[config.mk]
export PLATFORM = sky130hd
export DESIGN_NAME = ysyx_24110015_arbiter_flat
export DESIGN_NICKNAME = d
export VERILOG_FILES = /design/src/rtl/ysyx_24110015_arbiter_if.sv /design/src/rtl/ysyx_24110015_arbiter.sv /design/src/flat_wrapper.sv
export SDC_FILE = /design/constraint.sdc
export NUM_CORES = 1
export LEC_CHECK = 0
export ABC_AREA = 1
export ABC_CLOCK_PERIOD_IN_PS = 1040
export CAP_MARGIN = 0
export CORE_AREA = 2 2 179 181
export DETAILED_ROUTE_END_ITERATION = 8
export DIE_AREA = 0 0 181 183
export DONT_BUFFER_PORTS = 1
export PLACE_DENSITY_LB_ADDON = 0.08
export SYNTH_ARGS = -nofsm -noshare
export SYNTH_HDL_FRONTEND = slang
export SYNTH_SLANG_ARGS = --single-unit
[constraint.sdc]
create_clock -name clk -period 1.04 [get_ports clk]
set_input_delay 0.104 -clock clk [delete_from_list [all_inputs] [get_ports clk]]
set_output_delay 0.104 -clock clk [all_outputs]
set_load 0.01 [all_outputs]
[src/rtl/ysyx_24110015_arbiter_if.sv]
// axi_lite_if: 32-bit AXI-lite bundle shared by the IFU, LSU and memory ports
interface axi_lite_if;
  logic [31:0] araddr;
  logic [2:0]  arsize;
  logic        arvalid;
  logic        arready;
  logic [31:0] rdata;
  logic [1:0]  rresp;
  logic        rvalid;
  logic        rready;
  logic [31:0] awaddr;
  logic [2:0]  awsize;
  logic        awvalid;
  logic        awready;
  logic [31:0] wdata;
  logic [3:0]  wstrb;
  logic        wvalid;
  logic        wready;
  logic [1:0]  bresp;
  logic        bvalid;
  logic        bready;
  modport master (
    output araddr, arsize, arvalid, rready, awaddr, awsize, awvalid, wdata, wstrb, wvalid, bready,
    input  arready, rdata, rresp, rvalid, awready, wready, bresp, bvalid
  );
  modport slave (
    input  araddr, arsize, arvalid, rready, awaddr, awsize, awvalid, wdata, wstrb, wvalid, bready,
    output arready, rdata, rresp, rvalid, awready, wready, bresp, bvalid
  );
endinterface

[src/rtl/ysyx_24110015_arbiter.sv]
// ysyx_24110015_arbiter: fixed-priority (LSU over IFU) AXI-lite arbiter, one transaction in flight
module ysyx_24110015_arbiter (
  input  logic       clk,
  input  logic       rst,
  axi_lite_if.slave  ifu,
  axi_lite_if.slave  lsu,
  axi_lite_if.master mem
);
  typedef enum logic [1:0] {IDLE, RD_IFU, RD_LSU, WR_LSU} st_e;
  st_e  st_q, st_d;
  logic ar_done_q, ar_done_d, aw_done_q, aw_done_d, w_done_q, w_done_d;
  logic rd_i, rd_l, wr_l, ar_hs, r_hs, aw_hs, w_hs, b_hs;
  logic unused_ifu_wr;
  assign rd_i = st_q == RD_IFU;
  assign rd_l = st_q == RD_LSU;
  assign wr_l = st_q == WR_LSU;
  assign mem.araddr  = rd_i ? ifu.araddr : rd_l ? lsu.araddr : '0;
  assign mem.arsize  = rd_i ? ifu.arsize : rd_l ? lsu.arsize : '0;
  assign mem.arvalid = ((rd_i & ifu.arvalid) | (rd_l & lsu.arvalid)) & ~ar_done_q;
  assign mem.rready  = (rd_i & ifu.rready) | (rd_l & lsu.rready);
  assign mem.awaddr  = wr_l ? lsu.awaddr : '0;
  assign mem.awsize  = wr_l ? lsu.awsize : '0;
  assign mem.awvalid = wr_l & lsu.awvalid & ~aw_done_q;
  assign mem.wdata   = wr_l ? lsu.wdata : '0;
  assign mem.wstrb   = wr_l ? lsu.wstrb : '0;
  assign mem.wvalid  = wr_l & lsu.wvalid & ~w_done_q;
  assign mem.bready  = wr_l & lsu.bready;
  assign ifu.arready = rd_i & mem.arready & ~ar_done_q;
  assign ifu.rvalid  = rd_i & mem.rvalid;
  assign ifu.rdata   = rd_i ? mem.rdata : '0;
  assign ifu.rresp   = rd_i ? mem.rresp : '0;
  assign ifu.awready = 1'b0;
  assign ifu.wready  = 1'b0;
  assign ifu.bvalid  = 1'b0;
  assign ifu.bresp   = '0;
  assign lsu.arready = rd_l & mem.arready & ~ar_done_q;
  assign lsu.rvalid  = rd_l & mem.rvalid;
  assign lsu.rdata   = rd_l ? mem.rdata : '0;
  assign lsu.rresp   = rd_l ? mem.rresp : '0;
  assign lsu.awready = wr_l & mem.awready & ~aw_done_q;
  assign lsu.wready  = wr_l & mem.wready & ~w_done_q;
  assign lsu.bvalid  = wr_l & mem.bvalid;
  assign lsu.bresp   = wr_l ? mem.bresp : '0;
  assign ar_hs = mem.arvalid & mem.arready;
  assign r_hs  = mem.rvalid & mem.rready;
  assign aw_hs = mem.awvalid & mem.awready;
  assign w_hs  = mem.wvalid & mem.wready;
  assign b_hs  = mem.bvalid & mem.bready;
  // the IFU write channels are deliberately ignored
  assign unused_ifu_wr = ^{ifu.awaddr, ifu.awsize, ifu.awvalid, ifu.wdata, ifu.wstrb, ifu.wvalid, ifu.bready};
  // grant decision in IDLE, release on the closing response handshake
  always_comb begin
    st_d = st_q == IDLE ? (lsu.arvalid ? RD_LSU : (lsu.awvalid | lsu.wvalid) ? WR_LSU : ifu.arvalid ? RD_IFU : IDLE)
         : (r_hs | b_hs) ? IDLE : st_q;
    ar_done_d = (ar_done_q | ar_hs) & ~r_hs;
    aw_done_d = (aw_done_q | aw_hs) & ~b_hs;
    w_done_d  = (w_done_q | w_hs) & ~b_hs;
  end
  // state and per-channel done flags, synchronous active-low reset
  always_ff @(posedge clk) begin
    if (!rst) begin
      st_q      <= IDLE;
      ar_done_q <= 1'b0;
      aw_done_q <= 1'b0;
      w_done_q  <= 1'b0;
    end else begin
      st_q      <= st_d;
      ar_done_q <= ar_done_d;
      aw_done_q <= aw_done_d;
      w_done_q  <= w_done_d;
    end
  end
endmodule
[src/flat_wrapper.sv]
// flat-port wrapper written by rule: the top's interface ports become plain ports
module ysyx_24110015_arbiter_flat 
  (clk, rst, ifu_araddr, ifu_arsize, ifu_arvalid, ifu_rready, ifu_awaddr, ifu_awsize, ifu_awvalid, ifu_wdata, ifu_wstrb, ifu_wvalid, ifu_bready, ifu_arready, ifu_rdata, ifu_rresp, ifu_rvalid, ifu_awready, ifu_wready, ifu_bresp, ifu_bvalid, lsu_araddr, lsu_arsize, lsu_arvalid, lsu_rready, lsu_awaddr, lsu_awsize, lsu_awvalid, lsu_wdata, lsu_wstrb, lsu_wvalid, lsu_bready, lsu_arready, lsu_rdata, lsu_rresp, lsu_rvalid, lsu_awready, lsu_wready, lsu_bresp, lsu_bvalid, mem_araddr, mem_arsize, mem_arvalid, mem_rready, mem_awaddr, mem_awsize, mem_awvalid, mem_wdata, mem_wstrb, mem_wvalid, mem_bready, mem_arready, mem_rdata, mem_rresp, mem_rvalid, mem_awready, mem_wready, mem_bresp, mem_bvalid);
  axi_lite_if ifu_i ();
  axi_lite_if lsu_i ();
  axi_lite_if mem_i ();
  input  logic clk;
  input  logic rst;
  input wire logic [$bits(ifu_i.araddr)-1:0] ifu_araddr;
  input wire logic [$bits(ifu_i.arsize)-1:0] ifu_arsize;
  input wire logic [$bits(ifu_i.arvalid)-1:0] ifu_arvalid;
  input wire logic [$bits(ifu_i.rready)-1:0] ifu_rready;
  input wire logic [$bits(ifu_i.awaddr)-1:0] ifu_awaddr;
  input wire logic [$bits(ifu_i.awsize)-1:0] ifu_awsize;
  input wire logic [$bits(ifu_i.awvalid)-1:0] ifu_awvalid;
  input wire logic [$bits(ifu_i.wdata)-1:0] ifu_wdata;
  input wire logic [$bits(ifu_i.wstrb)-1:0] ifu_wstrb;
  input wire logic [$bits(ifu_i.wvalid)-1:0] ifu_wvalid;
  input wire logic [$bits(ifu_i.bready)-1:0] ifu_bready;
  output wire logic [$bits(ifu_i.arready)-1:0] ifu_arready;
  output wire logic [$bits(ifu_i.rdata)-1:0] ifu_rdata;
  output wire logic [$bits(ifu_i.rresp)-1:0] ifu_rresp;
  output wire logic [$bits(ifu_i.rvalid)-1:0] ifu_rvalid;
  output wire logic [$bits(ifu_i.awready)-1:0] ifu_awready;
  output wire logic [$bits(ifu_i.wready)-1:0] ifu_wready;
  output wire logic [$bits(ifu_i.bresp)-1:0] ifu_bresp;
  output wire logic [$bits(ifu_i.bvalid)-1:0] ifu_bvalid;
  input wire logic [$bits(lsu_i.araddr)-1:0] lsu_araddr;
  input wire logic [$bits(lsu_i.arsize)-1:0] lsu_arsize;
  input wire logic [$bits(lsu_i.arvalid)-1:0] lsu_arvalid;
  input wire logic [$bits(lsu_i.rready)-1:0] lsu_rready;
  input wire logic [$bits(lsu_i.awaddr)-1:0] lsu_awaddr;
  input wire logic [$bits(lsu_i.awsize)-1:0] lsu_awsize;
  input wire logic [$bits(lsu_i.awvalid)-1:0] lsu_awvalid;
  input wire logic [$bits(lsu_i.wdata)-1:0] lsu_wdata;
  input wire logic [$bits(lsu_i.wstrb)-1:0] lsu_wstrb;
  input wire logic [$bits(lsu_i.wvalid)-1:0] lsu_wvalid;
  input wire logic [$bits(lsu_i.bready)-1:0] lsu_bready;
  output wire logic [$bits(lsu_i.arready)-1:0] lsu_arready;
  output wire logic [$bits(lsu_i.rdata)-1:0] lsu_rdata;
  output wire logic [$bits(lsu_i.rresp)-1:0] lsu_rresp;
  output wire logic [$bits(lsu_i.rvalid)-1:0] lsu_rvalid;
  output wire logic [$bits(lsu_i.awready)-1:0] lsu_awready;
  output wire logic [$bits(lsu_i.wready)-1:0] lsu_wready;
  output wire logic [$bits(lsu_i.bresp)-1:0] lsu_bresp;
  output wire logic [$bits(lsu_i.bvalid)-1:0] lsu_bvalid;
  output wire logic [$bits(mem_i.araddr)-1:0] mem_araddr;
  output wire logic [$bits(mem_i.arsize)-1:0] mem_arsize;
  output wire logic [$bits(mem_i.arvalid)-1:0] mem_arvalid;
  output wire logic [$bits(mem_i.rready)-1:0] mem_rready;
  output wire logic [$bits(mem_i.awaddr)-1:0] mem_awaddr;
  output wire logic [$bits(mem_i.awsize)-1:0] mem_awsize;
  output wire logic [$bits(mem_i.awvalid)-1:0] mem_awvalid;
  output wire logic [$bits(mem_i.wdata)-1:0] mem_wdata;
  output wire logic [$bits(mem_i.wstrb)-1:0] mem_wstrb;
  output wire logic [$bits(mem_i.wvalid)-1:0] mem_wvalid;
  output wire logic [$bits(mem_i.bready)-1:0] mem_bready;
  input wire logic [$bits(mem_i.arready)-1:0] mem_arready;
  input wire logic [$bits(mem_i.rdata)-1:0] mem_rdata;
  input wire logic [$bits(mem_i.rresp)-1:0] mem_rresp;
  input wire logic [$bits(mem_i.rvalid)-1:0] mem_rvalid;
  input wire logic [$bits(mem_i.awready)-1:0] mem_awready;
  input wire logic [$bits(mem_i.wready)-1:0] mem_wready;
  input wire logic [$bits(mem_i.bresp)-1:0] mem_bresp;
  input wire logic [$bits(mem_i.bvalid)-1:0] mem_bvalid;
  assign ifu_i.araddr = ifu_araddr;
  assign ifu_i.arsize = ifu_arsize;
  assign ifu_i.arvalid = ifu_arvalid;
  assign ifu_i.rready = ifu_rready;
  assign ifu_i.awaddr = ifu_awaddr;
  assign ifu_i.awsize = ifu_awsize;
  assign ifu_i.awvalid = ifu_awvalid;
  assign ifu_i.wdata = ifu_wdata;
  assign ifu_i.wstrb = ifu_wstrb;
  assign ifu_i.wvalid = ifu_wvalid;
  assign ifu_i.bready = ifu_bready;
  assign ifu_arready = ifu_i.arready;
  assign ifu_rdata = ifu_i.rdata;
  assign ifu_rresp = ifu_i.rresp;
  assign ifu_rvalid = ifu_i.rvalid;
  assign ifu_awready = ifu_i.awready;
  assign ifu_wready = ifu_i.wready;
  assign ifu_bresp = ifu_i.bresp;
  assign ifu_bvalid = ifu_i.bvalid;
  assign lsu_i.araddr = lsu_araddr;
  assign lsu_i.arsize = lsu_arsize;
  assign lsu_i.arvalid = lsu_arvalid;
  assign lsu_i.rready = lsu_rready;
  assign lsu_i.awaddr = lsu_awaddr;
  assign lsu_i.awsize = lsu_awsize;
  assign lsu_i.awvalid = lsu_awvalid;
  assign lsu_i.wdata = lsu_wdata;
  assign lsu_i.wstrb = lsu_wstrb;
  assign lsu_i.wvalid = lsu_wvalid;
  assign lsu_i.bready = lsu_bready;
  assign lsu_arready = lsu_i.arready;
  assign lsu_rdata = lsu_i.rdata;
  assign lsu_rresp = lsu_i.rresp;
  assign lsu_rvalid = lsu_i.rvalid;
  assign lsu_awready = lsu_i.awready;
  assign lsu_wready = lsu_i.wready;
  assign lsu_bresp = lsu_i.bresp;
  assign lsu_bvalid = lsu_i.bvalid;
  assign mem_araddr = mem_i.araddr;
  assign mem_arsize = mem_i.arsize;
  assign mem_arvalid = mem_i.arvalid;
  assign mem_rready = mem_i.rready;
  assign mem_awaddr = mem_i.awaddr;
  assign mem_awsize = mem_i.awsize;
  assign mem_awvalid = mem_i.awvalid;
  assign mem_wdata = mem_i.wdata;
  assign mem_wstrb = mem_i.wstrb;
  assign mem_wvalid = mem_i.wvalid;
  assign mem_bready = mem_i.bready;
  assign mem_i.arready = mem_arready;
  assign mem_i.rdata = mem_rdata;
  assign mem_i.rresp = mem_rresp;
  assign mem_i.rvalid = mem_rvalid;
  assign mem_i.awready = mem_awready;
  assign mem_i.wready = mem_wready;
  assign mem_i.bresp = mem_bresp;
  assign mem_i.bvalid = mem_bvalid;
  ysyx_24110015_arbiter u_core (.clk(clk), .rst(rst), .ifu(ifu_i), .lsu(lsu_i), .mem(mem_i));
endmodule
### Word-level counts from Yosys, hierarchy flattened

Index checks and enable logic that the tools add are counted.

* memory bits (read-only): 0
* memories: 0
* input bits: 265
* RAM bits: 0
* latch bits: 0
* register bits: 5

* multiply operators: 0
* reduce and logical (&&, ||, !) cells: 2
* eq/ne operators: 3
* shift operators: 0
* div/mod/pow operators: 0
* bitwise logic cells: 41
* $lt $le $gt $ge: 0
* muxes and demuxes: 18
* $add $sub $neg: 0

Operators with widths (count)
* 32-bit two-way mux: 6
* 1-bit AND: 29
* 2-bit two-way mux: 7
* 3-bit two-way mux: 3
* 1-bit OR: 7
* 1-bit NOT: 5
* 2-bit == test, second input constant: 2
* 4-bit two-way mux: 1
* 2-bit by 1-bit == test with 1-bit output, second input constant: 1
* 2-bit zero test: 1
* 2-bit nonzero test: 1
* 1-bit two-way mux: 1

### Logic depth before layout (Yosys ltp)

* depth in word-level cells: 7
* mapped depth: 7
* depth with buffers taken out: 6

### Least setup slack after synthesis

Ideal clock, no wire load.

* path type: flip-flop to output port
* start: register u_core.st_q[0]
* end: output ifu_rdata[10]
* data arrival time: 1.047 ns
* path slack: -0.111 ns
* cell stages (with the launch flop): 6
* cell sequence: dfxtp_1 -> inv_2 -> nor2_4 -> inv_2 -> buf_2 -> nor2_1

* cells in the longest elaborated chain, start to end: 2

Ends and longest elaborated chain
* start, declared: line ysyx_24110015_arbiter.sv:10 `st_e st_q, st_d;`
* start signal, assigned: line ysyx_24110015_arbiter.sv:67 `st_q <= st_d;`
* 2-bit by 1-bit == test with 1-bit output: line ysyx_24110015_arbiter.sv:14 `assign rd_i = st_q == RD_IFU;`
* 32-bit two-way mux: line ysyx_24110015_arbiter.sv:30 `assign ifu.rdata = rd_i ? mem.rdata : '0;`
* end, declared: line flat_wrapper.sv:21 `output wire logic [$bits(ifu_i.rdata)-1:0] ifu_rdata;`

Every way passes these cells.

### Worst setup path after layout

* start: register u_core.st_q[0]
* end: output ifu_rdata[7]

The elaborated chain is that of the path after synthesis.

==> flow_results.xml <==
<?xml version="1.0" encoding="UTF-8"?>
<metrics>
  <group name="run_status">
    <metric name="status" unit="">finished with violations</metric>
    <metric name="violations" unit="">setup timing</metric>
  </group>
  <group name="critical_path">
    <metric name="startpoint_type" unit="">register</metric>
    <metric name="timing.critical_path.cells" unit="">inv_4 &gt; nor2_4 &gt; clkinv_4 &gt; buf_6 &gt; buf_4 &gt; nor2_4</metric>
    <metric name="timing.critical_path.slowest_stage_cell" unit="">sky130_fd_sc_hd__dfxtp_4</metric>
    <metric name="critical_path_arrival" unit="ps">1340</metric>
    <metric name="critical_path.most_common_cell" unit="">sky130_fd_sc_hd__nor2_4</metric>
    <metric name="r2r_startpoint" unit="">u_core.st_q[0]$_SDFFE_PN0P_</metric>
    <metric name="required_time_of_the_critical_path" unit="ps">940</metric>
    <metric name="ff2ff_path_depth" unit="">8</metric>
    <metric name="timing.critical_path.fanout_max" unit="">6</metric>
    <metric name="critPathMaxStageDelay" unit="ps">360</metric>
    <metric name="worst_r2r_endpoint" unit="">u_core.st_q[0]$_SDFFE_PN0P_</metric>
    <metric name="cp-end-kind" unit="">output port</metric>
    <metric name="r2r_setup_slack" unit="ps">-160</metric>
    <metric name="timing_worst_setup_path_type" unit="">reg2out</metric>
  </group>
  <group name="synth">
    <metric name="synth.distinct_cells" unit="">19</metric>
    <metric name="synth_top_area_cell" unit="">sky130_fd_sc_hd__nor2_1</metric>
    <metric name="synth.avg_cell_area" unit="um2">4.26</metric>
    <metric name="synth.ff_latch_count" unit="">5</metric>
    <metric name="synth.yosys.seq_area_share" unit="%">5.30</metric>
    <metric name="postSynthCellCount" unit="">443</metric>
    <metric name="syn-cell-area" unit="um2">1890</metric>
    <metric name="post-synth-top-area-fraction" unit="%">30.4</metric>
    <metric name="warnings_from_yosys" unit="">0</metric>
    <metric name="synthTopCellsByArea" unit="">sky130_fd_sc_hd__nor2_1 (30%), sky130_fd_sc_hd__inv_1 (23%), sky130_fd_sc_hd__nand2_1 (15%)</metric>
  </group>
  <group name="sta">
    <metric name="final_hold_viol_count" unit="">0</metric>
    <metric name="worst_slack" unit="ps">-408</metric>
    <metric name="clock_skew" unit="ps">4.34</metric>
    <metric name="grt_setup_unrepaired" unit="">yes</metric>
    <metric name="fin_tns_setup" unit="ps">-61290</metric>
    <metric name="final_min_period_over_clock_period" unit="%">139</metric>
    <metric name="total_count_of_max_transition_violations_in_the_final_report" unit="">0</metric>
    <metric name="timing.final.setup_violations" unit="">192</metric>
    <metric name="timing.fmax" unit="MHz">691</metric>
    <metric name="fin_crit" unit="ps">1450</metric>
  </group>
  <group name="placed_design">
    <metric name="place.port_buffers" unit="">0</metric>
    <metric name="place.detailed.instances" unit="">876</metric>
    <metric name="dp_hpwl" unit="um">9820</metric>
    <metric name="post-place-ws" unit="ps">-282</metric>
    <metric name="place_congestion" unit="">0.721</metric>
  </group>
  <group name="clock_tree">
    <metric name="cts_htree_levels" unit="">1</metric>
    <metric name="tritoncts_clock_tree" unit="">built</metric>
    <metric name="clock_transition_at_the_registers_of_the_reported_paths" unit="ps">40</metric>
    <metric name="cts-buffers-inserted" unit="">3</metric>
    <metric name="clockBufferDepth" unit="">2</metric>
    <metric name="cts.sinks" unit="">5</metric>
    <metric name="cts.root.buffer_cell" unit="">sky130_fd_sc_hd__clkbuf_16</metric>
    <metric name="clock_insertion_delay_at_the_later_pin_of_the_skew_report" unit="ps">230</metric>
  </group>
  <group name="die">
    <metric name="std_cell_rows" unit="">65</metric>
    <metric name="design.die.area" unit="um2">33100</metric>
    <metric name="initial_core_util" unit="%">6.05</metric>
    <metric name="chipWidth" unit="um">181</metric>
    <metric name="core_area" unit="um2">31200</metric>
    <metric name="dieHeight" unit="um">183</metric>
    <metric name="ioPinCount" unit="">458</metric>
  </group>
  <group name="worst_hold_path">
    <metric name="hold_removal_path_class" unit="">in2reg</metric>
    <metric name="hold_path_startpoint" unit="">mem_arready</metric>
    <metric name="worst_hold_path.endpoint" unit="">u_core.ar_done_q$_SDFF_PN0_</metric>
    <metric name="hold_depth" unit="">2</metric>
  </group>
  <group name="routing">
    <metric name="detail_route.drc_violations" unit="">0</metric>
    <metric name="detailed_route_iter0_violations" unit="">35</metric>
    <metric name="final_antenna_net_count" unit="">0</metric>
    <metric name="detail_route.wl_per_cell" unit="um">12.7</metric>
    <metric name="drt-pass1-iter-count" unit="">4</metric>
    <metric name="vias_after_detailed_routing" unit="">2841</metric>
    <metric name="routed_wirelength" unit="um">11500</metric>
    <metric name="post_drt_via_cell_ratio" unit="">3.14</metric>
  </group>
  <group name="grt">
    <metric name="grt_overflow_total" unit="">0</metric>
    <metric name="pin_count_of_the_biggest_net_entering_global_routing" unit="">27</metric>
    <metric name="grt_first_pass_wirelength" unit="um">15000</metric>
    <metric name="gr-usage-all-layers" unit="%">5.84</metric>
    <metric name="grt_pass1_vias" unit="">2590</metric>
    <metric name="antenna_found_initial" unit="">0</metric>
  </group>
  <group name="finish">
    <metric name="final_common_cell" unit="">sky130_fd_sc_hd__nor2_4</metric>
    <metric name="final_cell_mix" unit="">sky130_fd_sc_hd__nor2_4 (138), sky130_fd_sc_hd__inv_1 (115), sky130_fd_sc_hd__nand2_1 (59), sky130_fd_sc_hd__buf_4 (42), sky130_fd_sc_hd__nand3_1 (33)</metric>
    <metric name="n_antenna_cell" unit="">0</metric>
    <metric name="final_layout_size_suffix_gt1_share" unit="%">53.2</metric>
    <metric name="final_net_count" unit="">768</metric>
    <metric name="number_of_standard_cells_in_the_final_layout_excluding_fillers" unit="">904</metric>
    <metric name="syn2layout_area_growth" unit="%">137</metric>
  </group>
  <group name="power_and_ir_drop">
    <metric name="irDropWorstVdd" unit="mV">0.246</metric>
    <metric name="power_leakage" unit="nW">1.96</metric>
    <metric name="finalPower" unit="mW">3.17</metric>
    <metric name="power_density" unit="nW/um2">707</metric>
  </group>
  <group name="flow_run">
    <metric name="maxCapViolCount" unit="">0</metric>
  </group>
</metrics>
-- report_power, final --
part / internal [mW] / leakage (nW) / switching, mW
logic: 0.856 / 1.88 / 1.42
clock network: 0.510 / 0.0382 / 0.139
registers: 0.209 / 0.0421 / 0.0353
-- area by class of cell --
class / instances / area, um2
flip-flops and latches: 5 / 108
inverters: 120 / 463
well taps: 402 / 503
fillers: 3583 / 26700
multi-input cells: 291 / 2390
repair buffers: 82 / 937
clock buffers: 4 / 78.8
-- cell families after synthesis --
| logic type | synth area share, % |
|---|---|
| flip-flops | 5.30 |
| AND/OR/NAND/NOR | 59.0 |
| AO/OA/AOI/OAI | 2.52 |
| other | 0.198 |
| buffers and inverters | 33.0 |
-- routing by layer --
layer,GRT usage [%],wire [um],up-vias
met2,12.1,6690,182
met3,1.47,986,2
li1,-,-,1359
met5,0,0,-
met1,5.67,3770,1298
met4,1.46,75,0
-- per-stage QoR --
stage	instance area (um2)	utilization, %	hold WS [ps]
3_3_place_gp	3400	10.9	254
6_report	4480	14.4	31.2
2_1_floorplan	2620	-	226
4_1_cts	3820	12.2	14.1
5_1_grt	4480	14.4	32.4
3_5_place_dp	3400	10.9	241
-- worst max-delay path, delay by kind of cell, from the launching register on --
kind / cells / cell delay, ps
flops: 1 / 360
simple gates: 2 / 260
buf+inv: 4 / 470
-- flip-flops by register name (all words and copies together), names as in the netlist --
| register | cells |
|---|---|
| u_core.ar_done_q | 1 |
| u_core.aw_done_q | 1 |
| u_core.st_q | 2 |
| u_core.w_done_q | 1 |
-- worst max-delay path by stage --
| stage | start | endpoint | cells past startpoint |
|---|---|---|---|
| after CTS | u_core.st_q[0]$_SDFFE_PN0P_ | ifu_rvalid | 6 |
| after global routing | u_core.st_q[0]$_SDFFE_PN0P_ | ifu_arready | 6 |
| after detailed placement | u_core.st_q[0]$_SDFFE_PN0P_ | ifu_arready | 5 |
| final | u_core.st_q[0]$_SDFFE_PN0P_ | ifu_rdata[7] | 6 |
| after floorplan | u_core.st_q[0]$_SDFFE_PN0P_ | ifu_rdata[10] | 5 |
| after global placement | u_core.st_q[0]$_SDFFE_PN0P_ | ifu_arready | 5 |
-- repair_timing --
action                                  in CTS  in global routing
pin swaps                                   11                 11
endpoints found under the setup margin     193                193
hold buffers                                 0                  0
setup buffers                                4                 16
gates cloned                                 1                  6
gates resized for setup                     83                100
-- synthesized netlist by cell type --
library cell	n
sky130_fd_sc_hd__nor2_1	153
sky130_fd_sc_hd__buf_2	18
sky130_fd_sc_hd__nor3_1	4
sky130_fd_sc_hd__nand3_1	39
sky130_fd_sc_hd__clkbuf_1	5
sky130_fd_sc_hd__o211ai_1	1
sky130_fd_sc_hd__nand2_1	76
sky130_fd_sc_hd__nand3_2	1
sky130_fd_sc_hd__buf_4	7
sky130_fd_sc_hd__inv_1	118
sky130_fd_sc_hd__nor2_4	1
sky130_fd_sc_hd__nand2_2	3
sky130_fd_sc_hd__o21ai_1	1
sky130_fd_sc_hd__a21oi_1	5
sky130_fd_sc_hd__inv_2	2
sky130_fd_sc_hd__o21ai_0	2
sky130_fd_sc_hd__buf_6	1
sky130_fd_sc_hd__dfxtp_1	5
sky130_fd_sc_hd__conb_1	1
Note: power is estimated with default switching activity, not from simulation.
